File: config.mk
export PLATFORM = sky130hd
export DESIGN_NAME = branch_history_table
export DESIGN_NICKNAME = d
export VERILOG_FILES = /design/src/rtl/bht_pkg.sv /design/src/rtl/bht_forward_mux.sv /design/src/rtl/branch_history_table.sv
export SDC_FILE = /design/constraint.sdc
export NUM_CORES = 1
export LEC_CHECK = 0
export ABC_AREA = 0
export BUFFER_PORTS_ARGS = -buffer_cell sky130_fd_sc_hd__buf_2
export CELL_PAD_IN_SITES_DETAIL_PLACEMENT = 1
export CELL_PAD_IN_SITES_GLOBAL_PLACEMENT = 1
export CORE_MARGIN = 1
export CORE_UTILIZATION = 24
export CTS_CLUSTER_DIAMETER = 100
export DETAILED_ROUTE_END_ITERATION = 6
export HOLD_SLACK_MARGIN = 0.02
export PLACE_DENSITY_LB_ADDON = 0.05
export SYNTH_ARGS = -nofsm -noshare
export SYNTH_HDL_FRONTEND = slang
export SYNTH_SLANG_ARGS = --single-unit
File: constraint.sdc
create_clock -name clk -period 2.6 [get_ports clk]
set_clock_uncertainty 0.1 [all_clocks]
set_input_delay 0.39 -clock clk [delete_from_list [all_inputs] [get_ports clk]]
set_output_delay 0.39 -clock clk [all_outputs]
set_load 0.05 [all_outputs]
File: src/rtl/bht_pkg.sv
// -----------------------------------------------------------------------------
// bht_pkg
// Shared constants and types for the local branch history table.
//   ENTRY_WIDTH : log2 of the entry count; the index is pc[ENTRY_WIDTH-1:0]
//   PC_WIDTH    : program-counter width
//   HIST_WIDTH  : local history bits kept per entry
//   CNT_WIDTH   : width of the saturating eviction counter
// Types:
//   bht_entry_t     : one table entry (valid, tag, history)
//   resolve_req_t   : raw resolve request latched into S1
//   resolve_stage_t : S2 contents (request plus the history/hit found in S1)
// -----------------------------------------------------------------------------
package bht_pkg;

    localparam int ENTRY_WIDTH = 3;
    localparam int PC_WIDTH    = 10;
    localparam int HIST_WIDTH  = 3;
    localparam int CNT_WIDTH   = 16;
    localparam int NUM_ENTRIES = 1 << ENTRY_WIDTH;
    localparam int TAG_WIDTH   = PC_WIDTH - ENTRY_WIDTH;

    typedef struct packed {
        logic                  valid;
        logic [TAG_WIDTH-1:0]  tag;
        logic [HIST_WIDTH-1:0] hist;
    } bht_entry_t;

    // S1 only holds the request; history and hit are produced during S1
    // and land in the S2 register.
    typedef struct packed {
        logic                valid;
        logic [PC_WIDTH-1:0] pc;
        logic                taken;
    } resolve_req_t;

    typedef struct packed {
        logic                  valid;
        logic [PC_WIDTH-1:0]   pc;
        logic                  taken;
        logic [HIST_WIDTH-1:0] hist;  // history before the shift (0 on a miss)
        logic                  hit;
    } resolve_stage_t;

endpackage

File: src/rtl/bht_forward_mux.sv
// -----------------------------------------------------------------------------
// bht_forward_mux
// Picks the freshest view of one entry's history:
//   S2 pending write to the same index  -> S2's shifted history
//   else S1 allocating the same index   -> zero
//   else                                -> the stored history
// Ports:
//   i_stored_hist  : history currently held in the table
//   i_s2_match     : S2 is writing this index this cycle
//   i_s2_hist      : history S2 is about to write
//   i_alloc_match  : S1 is (re)allocating this index this cycle
//   o_hist         : forwarded history
// -----------------------------------------------------------------------------
module bht_forward_mux
    import bht_pkg::*;
(
    input  logic [HIST_WIDTH-1:0] i_stored_hist,
    input  logic                  i_s2_match,
    input  logic [HIST_WIDTH-1:0] i_s2_hist,
    input  logic                  i_alloc_match,
    output logic [HIST_WIDTH-1:0] o_hist
);

    always_comb begin
        o_hist = i_stored_hist;
        if (i_s2_match) begin
            o_hist = i_s2_hist;
        end else if (i_alloc_match) begin
            o_hist = '0;
        end
    end

endmodule

File: src/rtl/branch_history_table.sv
// -----------------------------------------------------------------------------
// branch_history_table
// Direct-mapped local-history table feeding the per-index pattern tables.
// Lookup is combinational; resolves flow through a two-stage pipeline:
//   resolve sampled at edge k   -> S1 during the following cycle
//   S1 reads/allocates entry    -> evict visible after edge k+1
//   S2 shifts history at its end -> we/update_* visible after edge k+2
// so an eviction pulse always precedes the matching update by one cycle.
// Ports:
//   clk, rst (async, active low)
//   pc / lookup_hit / prev_history          : fetch-side lookup
//   resolve_valid / resolve_pc / resolve_taken : resolved branch
//   evict / evict_idx                        : reset request to pattern table
//   we / old_pc / branch_taken /
//   update_history / update_valid            : pattern-table update
//   evict_count                              : saturating eviction count
// -----------------------------------------------------------------------------
module branch_history_table
    import bht_pkg::*;
(
    input  logic                   clk,
    input  logic                   rst,
    input  logic [PC_WIDTH-1:0]    pc,
    output logic                   lookup_hit,
    output logic [HIST_WIDTH-1:0]  prev_history,
    input  logic                   resolve_valid,
    input  logic [PC_WIDTH-1:0]    resolve_pc,
    input  logic                   resolve_taken,
    output logic                   evict,
    output logic [ENTRY_WIDTH-1:0] evict_idx,
    output logic                   we,
    output logic [PC_WIDTH-1:0]    old_pc,
    output logic                   branch_taken,
    output logic [HIST_WIDTH-1:0]  update_history,
    output logic                   update_valid,
    output logic [CNT_WIDTH-1:0]   evict_count
);

    // ------------------------------------------------------------------
    // State
    // ------------------------------------------------------------------
    bht_entry_t     w_entry [NUM_ENTRIES];
    resolve_req_t   r_s1;
    resolve_stage_t r_s2;

    logic                   r_evict;
    logic [ENTRY_WIDTH-1:0] r_evict_idx;
    logic [CNT_WIDTH-1:0]   r_evict_count;
    logic                   r_we;
    logic [PC_WIDTH-1:0]    r_old_pc;
    logic                   r_branch_taken;
    logic [HIST_WIDTH-1:0]  r_update_history;
    logic                   r_update_valid;

    // ------------------------------------------------------------------
    // S2 write-side view
    // ------------------------------------------------------------------
    logic [ENTRY_WIDTH-1:0] w_s2_idx;
    logic [HIST_WIDTH-1:0]  w_s2_new_hist;

    assign w_s2_idx      = r_s2.pc[ENTRY_WIDTH-1:0];
    // Shift is computed from the history S1 captured, not from the table,
    // so a same-cycle allocate by a younger resolve cannot corrupt it.
    assign w_s2_new_hist = {r_s2.hist[HIST_WIDTH-2:0], r_s2.taken};

    // ------------------------------------------------------------------
    // S1: read entry with forwarding from S2
    // ------------------------------------------------------------------
    logic [ENTRY_WIDTH-1:0] w_s1_idx;
    logic [TAG_WIDTH-1:0]   w_s1_tag;
    bht_entry_t             w_s1_entry;
    logic                   w_s1_tag_hit;
    logic                   w_s1_alloc;
    logic                   w_s1_evict;
    logic                   w_s1_s2_match;
    logic [HIST_WIDTH-1:0]  w_s1_fwd_hist;
    logic [HIST_WIDTH-1:0]  w_s1_hist;
    bht_entry_t             w_alloc_entry;

    assign w_s1_idx   = r_s1.pc[ENTRY_WIDTH-1:0];
    assign w_s1_tag   = r_s1.pc[PC_WIDTH-1:ENTRY_WIDTH];
    assign w_s1_entry = w_entry[w_s1_idx];

    // Valid/tag need no forwarding: an older resolve's allocation has
    // already been committed by the time a younger one reaches S1.
    assign w_s1_tag_hit  = w_s1_entry.valid && (w_s1_entry.tag == w_s1_tag);
    assign w_s1_alloc    = r_s1.valid && !w_s1_tag_hit;
    assign w_s1_evict    = w_s1_alloc && w_s1_entry.valid;
    assign w_s1_s2_match = r_s2.valid && (w_s2_idx == w_s1_idx);

    bht_forward_mux u_s1_fwd (
        .i_stored_hist (w_s1_entry.hist),
        .i_s2_match    (w_s1_s2_match),
        .i_s2_hist     (w_s2_new_hist),
        .i_alloc_match (1'b0),
        .o_hist        (w_s1_fwd_hist)
    );

    // A fresh allocation starts from an empty history.
    assign w_s1_hist = w_s1_tag_hit ? w_s1_fwd_hist : '0;

    always_comb begin
        w_alloc_entry       = '0;
        w_alloc_entry.valid = 1'b1;
        w_alloc_entry.tag   = w_s1_tag;
    end

    // ------------------------------------------------------------------
    // Entry storage. Allocation beats the S2 history write on a
    // collision: S2 is older, so the younger allocate is the final state.
    // ------------------------------------------------------------------
    genvar gi;
    generate
        for (gi = 0; gi < NUM_ENTRIES; gi++) begin : g_entry
            bht_entry_t r_entry;
            logic       w_alloc_we;
            logic       w_hist_we;

            assign w_alloc_we = w_s1_alloc && (w_s1_idx == ENTRY_WIDTH'(gi));
            assign w_hist_we  = r_s2.valid && (w_s2_idx == ENTRY_WIDTH'(gi));

            always_ff @(posedge clk or negedge rst) begin
                if (!rst) begin
                    r_entry <= '0;
                end else if (w_alloc_we) begin
                    r_entry <= w_alloc_entry;
                end else if (w_hist_we) begin
                    r_entry.hist <= w_s2_new_hist;
                end
            end

            assign w_entry[gi] = r_entry;
        end
    endgenerate

    // ------------------------------------------------------------------
    // Lookup (combinational)
    // ------------------------------------------------------------------
    logic [ENTRY_WIDTH-1:0] w_lk_idx;
    logic [TAG_WIDTH-1:0]   w_lk_tag;
    bht_entry_t             w_lk_entry;
    logic                   w_lk_s2_match;
    logic                   w_lk_alloc_match;

    assign w_lk_idx         = pc[ENTRY_WIDTH-1:0];
    assign w_lk_tag         = pc[PC_WIDTH-1:ENTRY_WIDTH];
    assign w_lk_entry       = w_entry[w_lk_idx];
    assign w_lk_s2_match    = r_s2.valid && (w_s2_idx == w_lk_idx);
    assign w_lk_alloc_match = w_s1_alloc && (w_s1_idx == w_lk_idx);

    assign lookup_hit = w_lk_entry.valid && (w_lk_entry.tag == w_lk_tag);

    bht_forward_mux u_lk_fwd (
        .i_stored_hist (w_lk_entry.hist),
        .i_s2_match    (w_lk_s2_match),
        .i_s2_hist     (w_s2_new_hist),
        .i_alloc_match (w_lk_alloc_match),
        .o_hist        (prev_history)
    );

    // ------------------------------------------------------------------
    // Pipeline registers
    // ------------------------------------------------------------------
    always_ff @(posedge clk or negedge rst) begin
        if (!rst) begin
            r_s1 <= '0;
            r_s2 <= '0;
        end else begin
            r_s1.valid <= resolve_valid;
            r_s1.pc    <= resolve_pc;
            r_s1.taken <= resolve_taken;

            r_s2.valid <= r_s1.valid;
            r_s2.pc    <= r_s1.pc;
            r_s2.taken <= r_s1.taken;
            r_s2.hist  <= w_s1_hist;
            r_s2.hit   <= w_s1_tag_hit;
        end
    end

    // ------------------------------------------------------------------
    // Eviction outputs (end of S1)
    // ------------------------------------------------------------------
    always_ff @(posedge clk or negedge rst) begin
        if (!rst) begin
            r_evict       <= 1'b0;
            r_evict_idx   <= '0;
            r_evict_count <= '0;
        end else begin
            r_evict <= w_s1_evict;
            if (w_s1_evict) begin
                r_evict_idx <= w_s1_idx;
                if (r_evict_count != {CNT_WIDTH{1'b1}}) begin
                    r_evict_count <= r_evict_count + CNT_WIDTH'(1);
                end
            end
        end
    end

    // ------------------------------------------------------------------
    // Pattern-table update outputs (end of S2). Payload holds between
    // pulses and is only meaningful while we is high.
    // ------------------------------------------------------------------
    always_ff @(posedge clk or negedge rst) begin
        if (!rst) begin
            r_we             <= 1'b0;
            r_old_pc         <= '0;
            r_branch_taken   <= 1'b0;
            r_update_history <= '0;
            r_update_valid   <= 1'b0;
        end else begin
            r_we <= r_s2.valid;
            if (r_s2.valid) begin
                r_old_pc         <= r_s2.pc;
                r_branch_taken   <= r_s2.taken;
                r_update_history <= r_s2.hist;
                r_update_valid   <= r_s2.hit;
            end
        end
    end

    assign evict          = r_evict;
    assign evict_idx      = r_evict_idx;
    assign evict_count    = r_evict_count;
    assign we             = r_we;
    assign old_pc         = r_old_pc;
    assign branch_taken   = r_branch_taken;
    assign update_history = r_update_history;
    assign update_valid   = r_update_valid;

endmodule

==> impl_metrics.tcl, run 1 <==
set metrics [dict create \
    timing_worst_slew_pin_value_ns 0.641 \
    slew_headroom_pct 56.9 \
    final.hold.worst_slack_ns 0.265 \
    run_status "complete, but fails checks" \
    pre_cts_slack_ns -0.792 \
    synth-edff-count 0 \
    whs_path_depth 0 \
    cp_max_fo 5 \
    dr.pass1.iters 4 \
    remaining_drc_errors 0 \
    internal_portion_of_total_power_mw 5.29 \
    final.setup.worst_slack_ns -0.917 \
    synth_cells 559 \
    hold_class "reg -> reg" \
    syn_nets 584 \
    synth-warning-count 0 \
    finalWirelength_mm 24.3 \
    gp_routability_congestion 0.768 \
    postSynth.asyncResetShare_pct 100 \
    relative_contribution_of_the_clock_network_to_total_power_pct 35.9 \
    final_core_util_pct 33.8 \
    setup_repair_after_global_routing_missed_its_margin "yes" \
    critical_path.startpoint_type "flop" \
    vias_per_cell 4.63 \
    synth_flop_cell "sky130_fd_sc_hd__dfrtp_1" \
    end_kind "output pin" \
    placementRows 64 \
    power.leakage_nw 4.60 \
    origin_of_the_worst_setup_path "r_s1[2]$_DFF_PN0_" \
    antenna_found_initial 0 \
    drt_first_iter_violations 210 \
    grt-ovfl-total 0 \
    num_ports 64 \
    power_density_nw_per_um2 728 \
    grt_start_max_net_pins 67 \
    track_usage_pct 16.2 \
    timing.final.crit_period_ns 3.52 \
    globalRouteMet1Util_pct 20.5 \
    worst_r2r_startpoint "r_s1[2]$_DFF_PN0_" \
    postSynthRegisterBits 152 \
    post_route_cells_drive_above_1_share_pct 51.4 \
    detailed_place.area_um2 9170 \
    global_route.usage.met3_pct 2.65 \
    first_global_vias 5927 \
    wl_per_cell_um 21.4 \
    grt_pass1_wl_mm 37.1 \
    swShare_pct 29.9 \
    buffer_ports.inserted 63 \
    chipHeight_um 179 \
    fp.dieArea_um2 32000 \
    final_max_slew_viol_count 0 \
    post-route-period-util_pct 135 \
    crit_end "prev_history[1]" \
    worstRegToRegCells 12 \
    n_antenna_cell 0 \
    vias 5268 \
    worst_ep_arrival_time_ns 3.03 \
    syn_area_um2 7520 \
    synth_area_per_cell_um2 13.4 \
    clock-sinks 152 \
    clock_path_buffers 2 \
    layout.cells.most_common "sky130_fd_sc_hd__dfrtp_1" \
    report.final.setup_viol 115 \
    floorplan.initialDensity_pct 24.5 \
    cts_root_buffer "sky130_fd_sc_hd__clkbuf_16" \
    layout.cells.most_common_list "150 x sky130_fd_sc_hd__dfrtp_1, 99 x sky130_fd_sc_hd__buf_4, 69 x sky130_fd_sc_hd__mux2_2, 58 x sky130_fd_sc_hd__buf_2, 35 x sky130_fd_sc_hd__mux2i_1" \
    core_area_um2 30700 \
    cp.required_ns 2.11 \
    rrSetupSlack_ns -0.65 \
    post_synth_num_cell_types 50 \
    global_route.usage.met2_pct 27.8 \
    dp_hpwl_mm 17.5 \
    detail-route-antenna-nets 0 \
    final-hold-violation-count 0 \
    dieWidth_um 179 \
    clk-insertion-delay-late_ns 0.43 \
    failed_checks "negative setup slack" \
    final_design_area_no_fill_um2 10400 \
    nNetsFinal 755 \
    cts_tree "done" \
    area_delta_synth_final_pct 38.0 \
    worstSetupPathType "reg -> out" \
    max-vdd-ir-drop_uv 401 \
    p_switching_mw 2.26 \
    power_frac_comb_pct 24.9 \
    p_seq_share_pct 39.2 \
    synth.yosys.seq_area_share_pct 50.6 \
    rr_endpoint "g_entry[3].r_entry[3]$_DFFE_PN0P_" \
    clk_transition_reported_paths_ns 0.06 \
    cts_inserted_buffers 17 \
    max_freq_mhz 284 \
    maxCapViolations 0 \
    cts_max_level 4 \
    top_usage_layer "met2" \
]
-- Yosys cell counts, drive strengths merged (2+ instances only) --
cell	number	area share, %
xnor2	21	2.4
inv	5	0.25
nand2b	10	0.83
nor2b	3	0.25
a221oi	2	0.23
a21oi	3	0.20
or4	2	0.20
clkbuf	17	0.85
nand4b	3	0.35
o22ai	4	0.33
nand2	19	0.98
and3	2	0.17
a31oi	13	1.1
nor4b	4	0.47
a211oi	6	0.60
nand3	15	1.3
xor2	18	2.1
dfrtp	152	51
o32ai	3	0.35
nor2	13	0.75
or4b	4	0.53
nand4	10	0.92
nor3b	4	0.47
mux2i	38	5.1
buf	31	2.4
nor3	5	0.33
and2	13	1.1
mux4	31	9.3
mux2	93	14
a22oi	5	0.50
-- worst max-delay path: stages (launching register included) --
cell and delay (ns):
sky130_fd_sc_hd__dfrtp_2 0.49, sky130_fd_sc_hd__buf_6 0.16, sky130_fd_sc_hd__mux2_2 0.35, sky130_fd_sc_hd__o22ai_2 0.14, sky130_fd_sc_hd__a21oi_2 0.08, sky130_fd_sc_hd__xnor2_1 0.17
sky130_fd_sc_hd__nand3_1 0.12, sky130_fd_sc_hd__or4_4 0.53, sky130_fd_sc_hd__and4_4 0.21, sky130_fd_sc_hd__a211oi_4 0.17, sky130_fd_sc_hd__buf_6 0.19
-- state kept, by name, indices dropped and copies added (netlist names) --
name and cells:
branch_taken 1, r_s1 12, old_pc 10, g_entry.r_entry 88
evict_count 16, r_s2 16, we 1, update_valid 1
evict_idx 3, evict 1, update_history 3
-- kinds of logic (layout without fill, tap and decap cells) --
logic type,after synthesis,count (layout),share of synthesized area (%)
buffers and inverters,54,238,3.53
AO/OA/AOI/OAI,40,40,3.78
adder cells (fa/ha/maj),1,1,0.166
flip-flops,152,152,50.6
multiplexers,162,162,28.3
AND/OR/NAND/NOR,111,111,9.07
XOR/XNOR,39,39,4.54
-- power groups by stage --
stage | registers, mW | logic, mW | clock network (mW)
after CTS | 2.96 | 1.81 | 2.80
after global placement | 2.99 | 1.70 | 0
after detailed placement | 2.99 | 1.73 | 0
after floorplan | 3.15 | 0.832 | 0
after global routing | 3.01 | 2.02 | 2.89
final | 2.96 | 1.88 | 2.71
-- cell type report --
type | instances | area [um^2]
clock inverters | 10 | 168
fillers | 3270 | 20300
well taps | 396 | 495
clock buffers | 22 | 464
flip-flops and latches | 152 | 3810
multi-input cells | 353 | 3770
repair buffers | 200 | 1650
inverters | 6 | 22.5
-- layer usage --
metal,wire (um),vias up
li1,-,2391
met1,11000,2799
met2,12500,58
met3,423,20
met4,410,0
met5,0,-
-- per-stage QoR --
step	setup TNS, ns	total power [mW]	std cells
after floorplan	-7.09	3.98	559
after global placement	-48.85	4.69	1082
after detailed placement	-62.46	4.72	1082
after CTS	-47.44	7.57	1133
after global routing	-63.71	7.92	1139
final	-52.06	7.55	1139
-- timing repair --
action	CTS	global route
hold buffers	13	0
resized for setup	28	47
hold endpoints to repair	35	0
pin swaps	9	13
setup buffers	6	6
setup endpoints to repair	116	116
-- worst min path at each step --
stage	from	end	slack, ns
finish	r_s1[0]$_DFF_PN0_	r_s2[4]$_DFF_PN0_	0.26
global route	r_s1[0]$_DFF_PN0_	r_s2[4]$_DFF_PN0_	0.28
CTS	r_s1[0]$_DFF_PN0_	r_s2[4]$_DFF_PN0_	0.28
detailed placement	rst	evict_idx[2]$_DFFE_PN0P_	0.18
global placement	rst	evict$_DFF_PN0_	0.17
floorplan	rst	branch_taken$_DFFE_PN0P_	-0.006
No activity file was read; power rests on OpenSTA's default activity.
==> run 2: changes to the inputs <==
--- a/config.mk
+++ b/config.mk
@@ -15,6 +15,7 @@
 export DETAILED_ROUTE_END_ITERATION = 6
 export HOLD_SLACK_MARGIN = 0.02
 export PLACE_DENSITY_LB_ADDON = 0.05
+export SKIP_LAST_GASP = 1
 export SYNTH_ARGS = -nofsm -noshare
 export SYNTH_HDL_FRONTEND = slang
 export SYNTH_SLANG_ARGS = --single-unit
==> run 2 against run 1 <==
The flow still finishes with violations (negative setup slack). Non-clock buffer count is the same. Sequential power is essentially flat. Fmax shrank 0.44%. Count of clock-buffer cells in the layout is the same. Final area shrank 1.3%. Via count shrank 0.40%. Cell count is the same. Routed wire length shrank 0.74%. Sequential share of layout area grew 0.50 points. Combinational power shrank 4%.
==> impl_metrics.tcl, run 2 (synthesis gave the netlist of run 1 again) <==
set metrics [dict create \
    critical-path-slowest-cell "sky130_fd_sc_hd__or4_4" \
    cts_tree "done" \
    dieWidth_um 179 \
    fp.dieArea_um2 32000 \
    worst_ep_arrival_time_ns 3.04 \
    power_density_nw_per_um2 731 \
    dp_hpwl_mm 17.5 \
    swShare_pct 30.0 \
    timing.final.crit_period_ns 3.53 \
    track_usage_pct 16.2 \
    relative_contribution_of_the_clock_network_to_total_power_pct 36.2 \
    cpPeakStageDelay_ns 0.53 \
    p_seq_share_pct 39.5 \
    internal_portion_of_total_power_mw 5.24 \
    layout.cells.most_common_list "150 x sky130_fd_sc_hd__dfrtp_1, 100 x sky130_fd_sc_hd__buf_4, 84 x sky130_fd_sc_hd__mux2_2, 58 x sky130_fd_sc_hd__buf_2, 35 x sky130_fd_sc_hd__mux2i_1" \
    buffer_ports.inserted 63 \
    end_kind "output pin" \
    critical_path.startpoint_type "flop" \
    registers.top_by_ff_count "g_entry.r_entry" \
    cp_max_fo 5 \
    num_ports 64 \
    critical-path-top-delay-family "simple AND/OR/NAND/NOR gates" \
    clock_path_buffers 2 \
    final-hold-violation-count 0 \
    max-vdd-ir-drop_uv 399 \
    power.leakage_nw 4.49 \
    post-route-period-util_pct 136 \
    vias_per_cell 4.61 \
    report.final.setup_viol 116 \
    chipHeight_um 179 \
    clk_transition_reported_paths_ns 0.06 \
    gp_routability_congestion 0.768 \
    layout.cells.most_common "sky130_fd_sc_hd__dfrtp_1" \
    cts_max_level 4 \
    final.hold.worst_slack_ns 0.265 \
    p_switching_mw 2.24 \
    clock-sinks 152 \
    post_route_cells_drive_above_1_share_pct 49.4 \
    run_status "complete, but fails checks" \
    final_max_slew_viol_count 0 \
    drt_first_iter_violations 210 \
    power_frac_comb_pct 24.2 \
    grt_pass1_wl_mm 37.1 \
    hold_class "reg -> reg" \
    vias 5247 \
    first_global_vias 5927 \
    final.setup.worst_slack_ns -0.933 \
    maxCapViolations 0 \
    totalPowerFinal_mw 7.49 \
    cts_root_buffer "sky130_fd_sc_hd__clkbuf_16" \
    slew_headroom_pct 56.9 \
    n_antenna_cell 0 \
    buf_inv_on_cp 2 \
    largest_register_ff_count 88 \
    max_freq_mhz 283 \
    setup_repair_after_global_routing_missed_its_margin "yes" \
    core_area_um2 30700 \
    antenna_found_initial 0 \
    grt_start_max_net_pins 67 \
    cts_inserted_buffers 17 \
    crit_path_cell_trace "buf_6, mux2_2, o22ai_2, a21oi_2, xnor2_1, nand3_1, or4_4, and4_4, a211oi_4, buf_6" \
    floorplan.initialDensity_pct 24.5 \
    nNetsFinal 755 \
    area_delta_synth_final_pct 36.1 \
    dr.pass1.iters 6 \
    worstSetupPathType "reg -> out" \
    timing_worst_slew_pin_value_ns 0.641 \
    placementRows 64 \
    remaining_drc_errors 0 \
    clk-insertion-delay-late_ns 0.43 \
    failed_checks "negative setup slack" \
    detail-route-antenna-nets 0 \
    finalWirelength_mm 24.2 \
    grt-ovfl-total 0 \
    crit_top_cell "sky130_fd_sc_hd__buf_6" \
    cp.required_ns 2.11 \
    wl_per_cell_um 21.2 \
]
[run 2: cell counts in the layout (fill, tap and decap cells not counted)]
No cell type changed its count.
[run 2: routing by layer]
metal	vias to the layer above	part of all wire, %	track usage, %
li1	2392	-	-
met2	55	52	27.8
met3	22	2.0	2.65
met5	-	0	0
met1	2778	45	20.5
met4	0	1.8	5.23
[run 2: path summary, 6_finish.rpt]
path                       depth (start not counted)  slack (ns)                           endpoint         startpoint
min in group asynchronous                          2        0.30                       we$_DFF_PN0_                rst
min reg2reg                                        0        0.26                  r_s2[4]$_DFF_PN0_  r_s1[0]$_DFF_PN0_
max reg2reg                                       12       -0.66  g_entry[3].r_entry[3]$_DFFE_PN0P_  r_s1[2]$_DFF_PN0_
min                                                0        0.26                  r_s2[4]$_DFF_PN0_  r_s1[0]$_DFF_PN0_
max                                               10       -0.93                    prev_history[1]  r_s1[2]$_DFF_PN0_
max in group asynchronous                          3        1.42  g_entry[3].r_entry[5]$_DFFE_PN0P_                rst
[run 2: power groups by stage]
| stage | Combinational, mW | Sequential (mW) | Clock, mW |
|---|---|---|---|
| 2_1_floorplan | 0.832 | 3.15 | 0 |
| 3_3_place_gp | 1.70 | 2.99 | 0 |
| 3_5_place_dp | 1.73 | 2.99 | 0 |
| 4_1_cts | 1.81 | 2.96 | 2.80 |
| 5_1_grt | 1.96 | 3.01 | 2.89 |
| 6_report | 1.81 | 2.96 | 2.71 |
[run 2: cell type report]
type	count	area, um^2
clock buffers	22	464
clock inverters	10	168
fillers	3276	20400
inverters	6	22.5
multi-input cells	353	3640
flip-flops and latches	152	3810
well taps	396	495
repair buffers	200	1640
[run 2: worst register-to-register path: cells and delay by family, from the launching register on]
family | cells | cell delay (ns)
flip-flops | 1 | 0.50
multiplexers | 2 | 0.69
buffers and inverters | 4 | 0.64
XOR/XNOR | 1 | 0.17
AO/OA/AOI/OAI | 2 | 0.22
AND/OR/NAND/NOR | 3 | 0.82
[run 2: repair_timing]
| item | CTS | global route |
|---|---|---|
| setup buffers | 6 | 6 |
| hold buffers | 13 | 0 |
| hold endpoints to repair | 35 | 0 |
| endpoints found under the setup margin | 116 | 116 |
| resized for setup | 28 | 14 |
| pin swaps | 9 | 10 |
[run 2: stage by stage]
step,instances,area (um^2),setup TNS [ns],setup slack (ns),util [%]
floorplan,559,7640,-7.09,-0.595,-
global placement,1082,9170,-48.85,-0.683,29.9
detailed placement,1082,9170,-62.46,-0.792,29.9
CTS,1133,10100,-47.44,-0.955,33.0
global route,1139,10200,-64.58,-1.03,33.4
finish,1139,10200,-54.55,-0.933,33.4
